`src/rtl/alu_interface_pkg.sv`:
```
// Shared ALU opcode codes and alu_interface FSM encoding.
// Imported by the ALU and by the serial-to-ALU bridge so both agree on the opcode map.
package alu_interface_pkg;

  localparam int OPCODE_W = 6;

  localparam logic [OPCODE_W-1:0] OP_ADD = 6'b100000;
  localparam logic [OPCODE_W-1:0] OP_SUB = 6'b100010;
  localparam logic [OPCODE_W-1:0] OP_AND = 6'b100100;
  localparam logic [OPCODE_W-1:0] OP_OR  = 6'b100101;
  localparam logic [OPCODE_W-1:0] OP_XOR = 6'b100110;
  localparam logic [OPCODE_W-1:0] OP_SRA = 6'b000011;
  localparam logic [OPCODE_W-1:0] OP_SRL = 6'b000010;
  localparam logic [OPCODE_W-1:0] OP_NOR = 6'b100111;

  typedef enum logic [2:0] {
    WAIT_A  = 3'd0,
    WAIT_B  = 3'd1,
    WAIT_OP = 3'd2,
    EXEC    = 3'd3,
    SEND    = 3'd4,
    WAIT_TX = 3'd5
  } state_t;

  function automatic logic is_valid_opcode(input logic [OPCODE_W-1:0] op);
    case (op)
      OP_ADD, OP_SUB, OP_AND, OP_OR,
      OP_XOR, OP_SRA, OP_SRL, OP_NOR: return 1'b1;
      default:                        return 1'b0;
    endcase
  endfunction

endpackage

```
`src/rtl/alu_interface.sv`:
```
// Collects A, B, opcode bytes from the UART receiver, runs the ALU, sends the result; tx_start 2 cycles after opcode.
// No backpressure: bytes arriving while busy are dropped and flagged with o_overrun.
module alu_interface
  import alu_interface_pkg::*;
#(
  parameter int NB_DATA   = 8,
  parameter int NB_OPCODE = 6
) (
  input  logic                 i_clock,
  input  logic                 i_reset_n,
  input  logic [NB_DATA-1:0]   i_rx_data,
  input  logic                 i_rx_done,
  input  logic                 i_tx_done,
  input  logic [NB_DATA-1:0]   i_alu_result,
  output logic [NB_DATA-1:0]   o_first_operator,
  output logic [NB_DATA-1:0]   o_second_operator,
  output logic [NB_OPCODE-1:0] o_opcode,
  output logic [NB_DATA-1:0]   o_tx_data,
  output logic                 o_tx_start,
  output logic                 o_busy,
  output logic                 o_error,
  output logic                 o_overrun
);

  state_t state_q;
  state_t state_d;
  logic   busy;
  logic   rx_byte_ok;

  // Whole byte must match: any set bit above the opcode field makes it invalid.
  assign rx_byte_ok = ((i_rx_data >> NB_OPCODE) == '0) &&
                      is_valid_opcode(OPCODE_W'(i_rx_data[NB_OPCODE-1:0]));

  assign busy   = (state_q == EXEC) || (state_q == SEND) || (state_q == WAIT_TX);
  assign o_busy = busy;

  always_ff @(posedge i_clock or negedge i_reset_n) begin
    if (!i_reset_n) begin
      state_q <= WAIT_A;
    end else begin
      state_q <= state_d;
    end
  end

  always_comb begin
    state_d = state_q;
    case (state_q)
      WAIT_A:  if (i_rx_done) state_d = WAIT_B;
      WAIT_B:  if (i_rx_done) state_d = WAIT_OP;
      WAIT_OP: if (i_rx_done) state_d = EXEC;
      EXEC:    state_d = SEND;
      SEND:    state_d = WAIT_TX;
      WAIT_TX: if (i_tx_done) state_d = WAIT_A;
      default: state_d = WAIT_A;
    endcase
  end

  always_ff @(posedge i_clock or negedge i_reset_n) begin
    if (!i_reset_n) begin
      o_first_operator  <= '0;
      o_second_operator <= '0;
      o_opcode          <= '0;
      o_tx_data         <= '0;
      o_tx_start        <= 1'b0;
      o_error           <= 1'b0;
      o_overrun         <= 1'b0;
    end else begin
      o_tx_start <= (state_q == SEND);
      o_error    <= (state_q == WAIT_OP) && i_rx_done && !rx_byte_ok;
      o_overrun  <= busy && i_rx_done;

      if (state_q == WAIT_A && i_rx_done) begin
        o_first_operator <= i_rx_data;
      end
      if (state_q == WAIT_B && i_rx_done) begin
        o_second_operator <= i_rx_data;
      end
      if (state_q == WAIT_OP && i_rx_done) begin
        o_opcode <= i_rx_data[NB_OPCODE-1:0];
      end
      // o_error is high exactly during EXEC for a bad opcode byte, so it doubles as the zero-force.
      if (state_q == EXEC) begin
        o_tx_data <= o_error ? '0 : i_alu_result;
      end
    end
  end

endmodule

```
`config.mk`:
```
export PLATFORM = sky130hd
export DESIGN_NAME = alu_interface
export DESIGN_NICKNAME = d
export VERILOG_FILES = /design/src/rtl/alu_interface_pkg.sv /design/src/rtl/alu_interface.sv
export SDC_FILE = /design/constraint.sdc
export NUM_CORES = 1
export LEC_CHECK = 0
export ABC_AREA = 1
export CAP_MARGIN = 10
export CORE_MARGIN = 1
export CORE_UTILIZATION = 43
export DETAILED_ROUTE_END_ITERATION = 8
export GPL_ROUTABILITY_DRIVEN = 0
export GPL_TIMING_DRIVEN = 0
export HOLD_SLACK_MARGIN = 0.08
export PLACE_DENSITY = 0.78
export SLEW_MARGIN = 40
export SYNTH_ARGS = -nofsm -noshare
export SYNTH_HDL_FRONTEND = slang
export SYNTH_SLANG_ARGS = --single-unit
```
`constraint.sdc`:
```
create_clock -name i_clock -period 1.7 [get_ports i_clock]
set_clock_uncertainty 0.2 [all_clocks]
set_input_delay 0.34 -clock i_clock [delete_from_list [all_inputs] [get_ports i_clock]]
set_output_delay 0.34 -clock i_clock [all_outputs]
set_load 0.1 [all_outputs]
```
==> summary.md, run 1 <==
| Metric | Value |
|---|---|
| Post-Place Cells | 260 |
| Area grow syn2layout | 53.4% |
| Synthesized area per cell | 9.10 um^2 |
| Crit path launch type | flip-flop |
| Max Clk Rate | 0.527 GHz |
| Clock sinks | 36 |
| CORE AREA | 3150 um^2 |
| Starting density of the core | 0.467 |
| Total congestion overflow | 0 |
| Pre-antenna DRT Iters | 4 |
| Final Cycle Share | 1.12 |
| Setup CP Type | reg2out |
| CTS root buf | clkbuf_4 |
| # Max-Cap Violations | 0 |
| Final TNS setup | -0.199 ns |
| Layout cells sized above 1 | 0.314 |
| Clock transition at path regs | 0.11 ns |
| Max Slew Vio Count | 0 |
| Register area | 902 um^2 |
| Worst path max stage delay | 0.40 ns |
| WL per Instance | 13.5 um |
| Unrepaired setup endpoints after global routing | yes |
| Failing checks | setup timing |
| Synth cell types | 15 |
| GRT Total Usage | 0.227 |
| Post-Synth XOR/XNOR Area | 0 |
| Max-slew headroom | 0.671 |
| Post-route antenna net violation count | 0 |
| WP data arrival | 1.36 ns |
| Final Instance Area | 2260 um^2 |
| Synth top area share | 0.611 |
| Path category of the worst min-delay check | in2reg |
| Multiplexer share of the synthesized area | 0 |
| Die W | 60.5 um |
| #FFs+latches synth | 36 |
| Simple-gate share of the synthesized area | 0.248 |
| Nets | 255 |
| CTS tree | yes |
| Tmin final | 1.90 ns |
| Clock tree buffer depth | 2 |
| Initial antenna violation count | 0 |
| Worst-skew pair later-pin latency | 0.35 ns |
| Critical path required time | 1.16 ns |
| # DRC | 0 |
| Worst setup EP type | output port |
| Largest family of logic cells by synthesized area | simple AND/OR/NAND/NOR gates |
| Top cells by area, synth | dfrtp_1 61%, nand2_1 12%, nand3_1 5.8%, o21ai_0 4.4%, inv_1 4.3% |
| Rows | 20 |
| ANT cells | 0 |
| Footprint of the multi-input gates | 528 um^2 |
| Layout fillers | 257 |
| Worst Setup Slack, final | -0.199 ns |
| Register area share after synthesis | 0.611 |
| H-tree levels | 2 |
| Drt initial violations | 50 |
| First-pass GRT wire length | 5.95 mm |
| I/O pin cnt | 54 |
| Die height | 60.5 um |
| Full die area | 3670 um^2 |
| Largest fanout on the critical path | 5 |
| Non-filler instance count after layout | 280 |
| Synth area leader | dfrtp_1 |
| Post-DP Area | 1920 um^2 |
| Routed vias | 1365 |
| Final Hold Vio Count | 0 |
| Synth Area in Compound Gates | 0.0781 |
| Synthesized area | 1470 um^2 |
| Measured slew at the worst slew-check pin | 0.497 ns |
| Status | finished with violations |
| Crit-path cells | buf_6, nor2_4, inv_4, nand3_4, buf_12 |
| Synth Net Count | 182 |
| Final wirelength | 3.79 mm |
| Adder-cell area share of the yosys netlist | 0 |
| CP max stage cell | dfrtp_1 |
| Final setup viols | 1 |
| Post-Syn Instances | 162 |
| Num CTS Buffers | 5 |
| Hpwl dp | 2.46 mm |
| Synthesis warning total | 0 |
| Vias per inst | 4.88 |
| Largest net degree at the start of global routing | 24 |
| Port Buf Inserts | 53 |
| Vias in the first global route | 1306 |
-- state kept, by name, summed over array words and instances (netlist names) --
name / flops
o_tx_start: 1
o_error: 1
state_q: 3
o_second_operator: 8
o_opcode: 6
o_tx_data: 8
o_overrun: 1
o_first_operator: 8
-- critical path: cells and delay by family, from the launching register on --
kind / cells / cell delay [ns]
buffers and inverters: 3 / 0.37
DFF: 1 / 0.40
and+or+nand+nor: 2 / 0.22
-- final timing paths --
kind,depth (start not counted),slack [ns],end,from
setup / recovery,5,-0.20,o_busy,state_q[2]$_DFFE_PN0P_
hold / removal,3,0.12,o_overrun$_DFF_PN0_,i_rx_done
setup reg to reg,8,0.07,o_opcode[3]$_DFFE_PN0P_,state_q[2]$_DFFE_PN0P_
hold reg to reg,2,0.29,o_tx_data[7]$_DFFE_PN0N_,o_tx_data[7]$_DFFE_PN0N_
max in group asynchronous,3,0.61,o_first_operator[7]$_DFFE_PN0P_,i_reset_n
min in group asynchronous,2,0.24,o_tx_start$_DFF_PN0_,i_reset_n
-- layer usage --
metal  vias up  global-route usage  part of all wire
met2        57               0.392              0.51
met5         -                   0                 0
met1       642               0.264              0.40
met3         5              0.0640             0.073
li1        661                   -                 -
met4         0               0.101             0.015
-- final cells by class --
type	count	area share
buffer	5	0.0194
clock buffer	7	0.0288
clock inverter	1	0.0133
inverter	18	0.0310
multi-input combinational	103	0.234
sequential	36	0.399
tap	44	0.0243
timing repair buffer	66	0.251
-- cells in the final DEF (no fill, tap or decap), drive strengths merged --
master / instances
nand4: 1
dlymetal6s2s: 1
clkbuf: 24
dfrtp: 36
bufinv: 1
o21ai: 22
nand2: 50
clkdlybuf4s50: 17
nor2: 9
a21oi: 1
buf: 35
nand3: 20
dlygate4sd3: 1
inv: 18
-- Yosys cell counts --
master	count
dfrtp_1	36
nand3_2	3
nor2_4	2
inv_1	17
buf_2	5
o21ai_0	13
a21oi_1	1
nor2_2	1
nand4_1	1
o21ai_1	9
nor2_1	6
nand3_1	17
inv_2	1
nand2_2	2
nand2_1	48
-- stage by stage --
step	util	hold WS, ns	setup WS (ns)
6_report	0.717	0.120	-0.199
5_1_grt	0.717	0.157	-0.247
4_1_cts	0.682	0.226	-0.191
3_5_place_dp	0.609	0.0719	-0.304
3_3_place_gp	0.656	0.262	-0.996
2_1_floorplan	-	-0.156	0.0190
-- timing repair --
| item | CTS | global route |
|---|---|---|
| gates cloned | 0 | 1 |
| endpoints found under the hold margin | 36 | 0 |
| resized for setup | 27 | 27 |
| pin swaps | 1 | 5 |
| setup buffers | 6 | 5 |
| endpoints found under the setup margin | 13 | 25 |
| hold buffers | 1 | 0 |
-- kinds of logic (layout without fill, tap and decap cells) --
kind of cell | Yosys count | after routing
AO/OA/AOI/OAI | 23 | 23
AND/OR/NAND/NOR | 80 | 80
flip-flops | 36 | 36
buffers and inverters | 23 | 97
Power of run 1 is left out: the tool's default activity adds up to more than one toggle a clock period on the data nets, which glitch-free logic cannot reach.
==> run 2, diff against run 1 <==
--- a/config.mk
+++ b/config.mk
@@ -6,7 +6,6 @@
 export NUM_CORES = 1
 export LEC_CHECK = 0
 export ABC_AREA = 1
-export CAP_MARGIN = 10
 export CORE_MARGIN = 1
 export CORE_UTILIZATION = 43
 export DETAILED_ROUTE_END_ITERATION = 8
@@ -14,6 +13,7 @@
 export GPL_TIMING_DRIVEN = 0
 export HOLD_SLACK_MARGIN = 0.08
 export PLACE_DENSITY = 0.78
+export SKIP_CTS_REPAIR_TIMING = 1
 export SLEW_MARGIN = 40
 export SYNTH_ARGS = -nofsm -noshare
 export SYNTH_HDL_FRONTEND = slang
==> run 2 against run 1 <==
The flow still finishes with violations (setup timing). Critical endpoint unchanged. Count of clock-buffer cells in the layout stayed put. Sequential share of layout area is 0.54 points higher. Setup slack worse by 0.12 ns. Largest cell class unchanged.
==> summary.md, run 2 (synthesized netlist as in run 1, its figures left out) <==
| Metric | Value |
|---|---|
| Path category of the worst min-delay check | in2async |
| Final Cycle Share | 1.19 (+0.0716) |
| Final TNS setup | -0.327 ns (-0.128 ns) |
| Busiest grt layer | met2 |
| Area grow syn2layout | 51.4% |
| Most common cell after layout, fill and taps aside | nand2_1 |
| H-tree levels | 2 (unchanged) |
| Vias per inst | 4.79 (-1.8%) |
| Worst setup EP type | output port |
| # Max-Cap Violations | 0 (unchanged) |
| Non-filler instance count after layout | 281 (+0.36%) |
| Layout cells sized above 1 | 0.304 (-0.00976) |
| Status | finished with violations |
| Tmin final | 2.02 ns (+0.122 ns) |
| Pre-antenna DRT Iters | 4 (unchanged) |
| Hpwl dp | 2.46 mm (unchanged) |
| Global routing usage on met1 | 0.246 (-0.0178) |
| Setup CP Type | reg2out |
| # DRC | 0 (unchanged) |
| Final Hold Vio Count | 0 (unchanged) |
| Full die area | 3670 um^2 (unchanged) |
| Num CTS Buffers | 5 (unchanged) |
| Post-Place Cells | 260 (unchanged) |
| CORE AREA | 3150 um^2 (unchanged) |
| Rows | 20 (unchanged) |
| Post-route antenna net violation count | 0 (unchanged) |
| Worst Setup Slack, final | -0.320 ns (-0.122 ns) |
| First-pass GRT wire length | 5.48 mm (-8.0%) |
| WL per Instance | 13.0 um (-4.2%) |
| Worst-skew pair later-pin latency | 0.35 ns (about the same) |
| I/O pin cnt | 54 (unchanged) |
| Clock sinks | 36 (unchanged) |
| Met2 Resource Use GR | 0.350 (-0.0424) |
| Max Slew Vio Count | 0 (unchanged) |
| GRT Total Usage | 0.209 (-0.0185) |
| Failing checks | setup timing |
| Critical path required time | 1.16 ns (about the same) |
| Met3 usage in global routing | 0.0618 (-0.00213) |
| Drt initial violations | 36 (-28%) |
| Clock transition at path regs | 0.12 ns (about the same) |
| Starting density of the core | 0.467 (unchanged) |
| Die height | 60.5 um (unchanged) |
| Routed vias | 1345 (-1.5%) |
| CTS root buf | clkbuf_4 |
| Most frequent cells in the layout | 47 x nand2_1, 35 x dfrtp_1, 34 x clkbuf_4 |
| Largest fanout on the critical path | 8 (+3) |
| Largest net degree at the start of global routing | 24 (unchanged) |
| Final setup viols | 2 (+1) |
| Total congestion overflow | 0 (unchanged) |
| Vias in the first global route | 1245 (-4.7%) |
| Initial antenna violation count | 0 (unchanged) |
| ANT cells | 0 (unchanged) |
| CTS tree | yes |
| Clock tree buffer depth | 2 (unchanged) |
| Crit path launch type | flip-flop |
| Die W | 60.5 um (unchanged) |
| Max Clk Rate | 0.495 GHz (-6.0%) |
| Measured slew at the worst slew-check pin | 0.495 ns (-0.00215 ns) |
| Final wirelength | 3.64 mm (-3.9%) |
| Max-slew headroom | 0.672 (+0.00142) |
| Unrepaired setup endpoints after global routing | yes |
| Biggest regs | o_first_operator x8, o_second_operator x8, o_tx_data x8 |
| Port Buf Inserts | 53 (unchanged) |
| Nets | 256 (+0.39%) |
| WP data arrival | 1.48 ns (+0.12 ns) |
[run 2: metal layers]
metal	vias to the layer above	wire (um)
li1	663	-
met1	614	1480
met2	61	1800
met3	7	281
met4	0	78
met5	-	0
[run 2: worst paths after layout]
check	start	end	slack, ns	cells past startpoint
max	state_q[2]$_DFFE_PN0P_	o_busy	-0.32	5
min	i_reset_n	o_tx_start$_DFF_PN0_	0.24	2
max reg2reg	state_q[0]$_DFFE_PN0P_	o_first_operator[4]$_DFFE_PN0P_	-0.01	8
min reg2reg	o_tx_data[4]$_DFFE_PN0N_	o_tx_data[4]$_DFFE_PN0N_	0.29	2
max in group asynchronous	i_reset_n	o_first_operator[7]$_DFFE_PN0P_	0.61	3
min in group i_clock	o_tx_data[4]$_DFFE_PN0N_	o_tx_data[4]$_DFFE_PN0N_	0.29	2
[run 2: cell type report]
| cell class | instances | area (um^2) |
|---|---|---|
| Inverter | 18 | 72.6 |
| Tap cell | 44 | 55.1 |
| Buffer | 5 | 40.0 |
| Clock inverter | 1 | 30.0 |
| Timing Repair Buffer | 67 | 571 |
| Sequential cell | 36 | 902 |
| Multi-Input combinational cell | 103 | 495 |
| Clock buffer | 7 | 65.1 |
| Fill cell | 263 | 922 |
[run 2: per-stage QoR]
step	hold slack (ns)	setup WS [ns]	util	instance area, um^2
final	0.237	-0.320	0.708	2230
after global routing	0.251	-0.394	0.708	2230
after CTS	-0.323	-0.711	0.639	2010
after detailed placement	0.0719	-0.304	0.609	1920
after global placement	0.262	-0.996	0.656	2070
after floorplan	-0.156	0.0190	-	1480
[run 2: critical path: stages, from the launching register on]
cell,delay [ns]
dfrtp_1,0.41
buf_6,0.15
nor2_4,0.18
clkinv_4,0.12
nand3_4,0.09
buf_12,0.17
Power of run 2 is left out for the same reason.
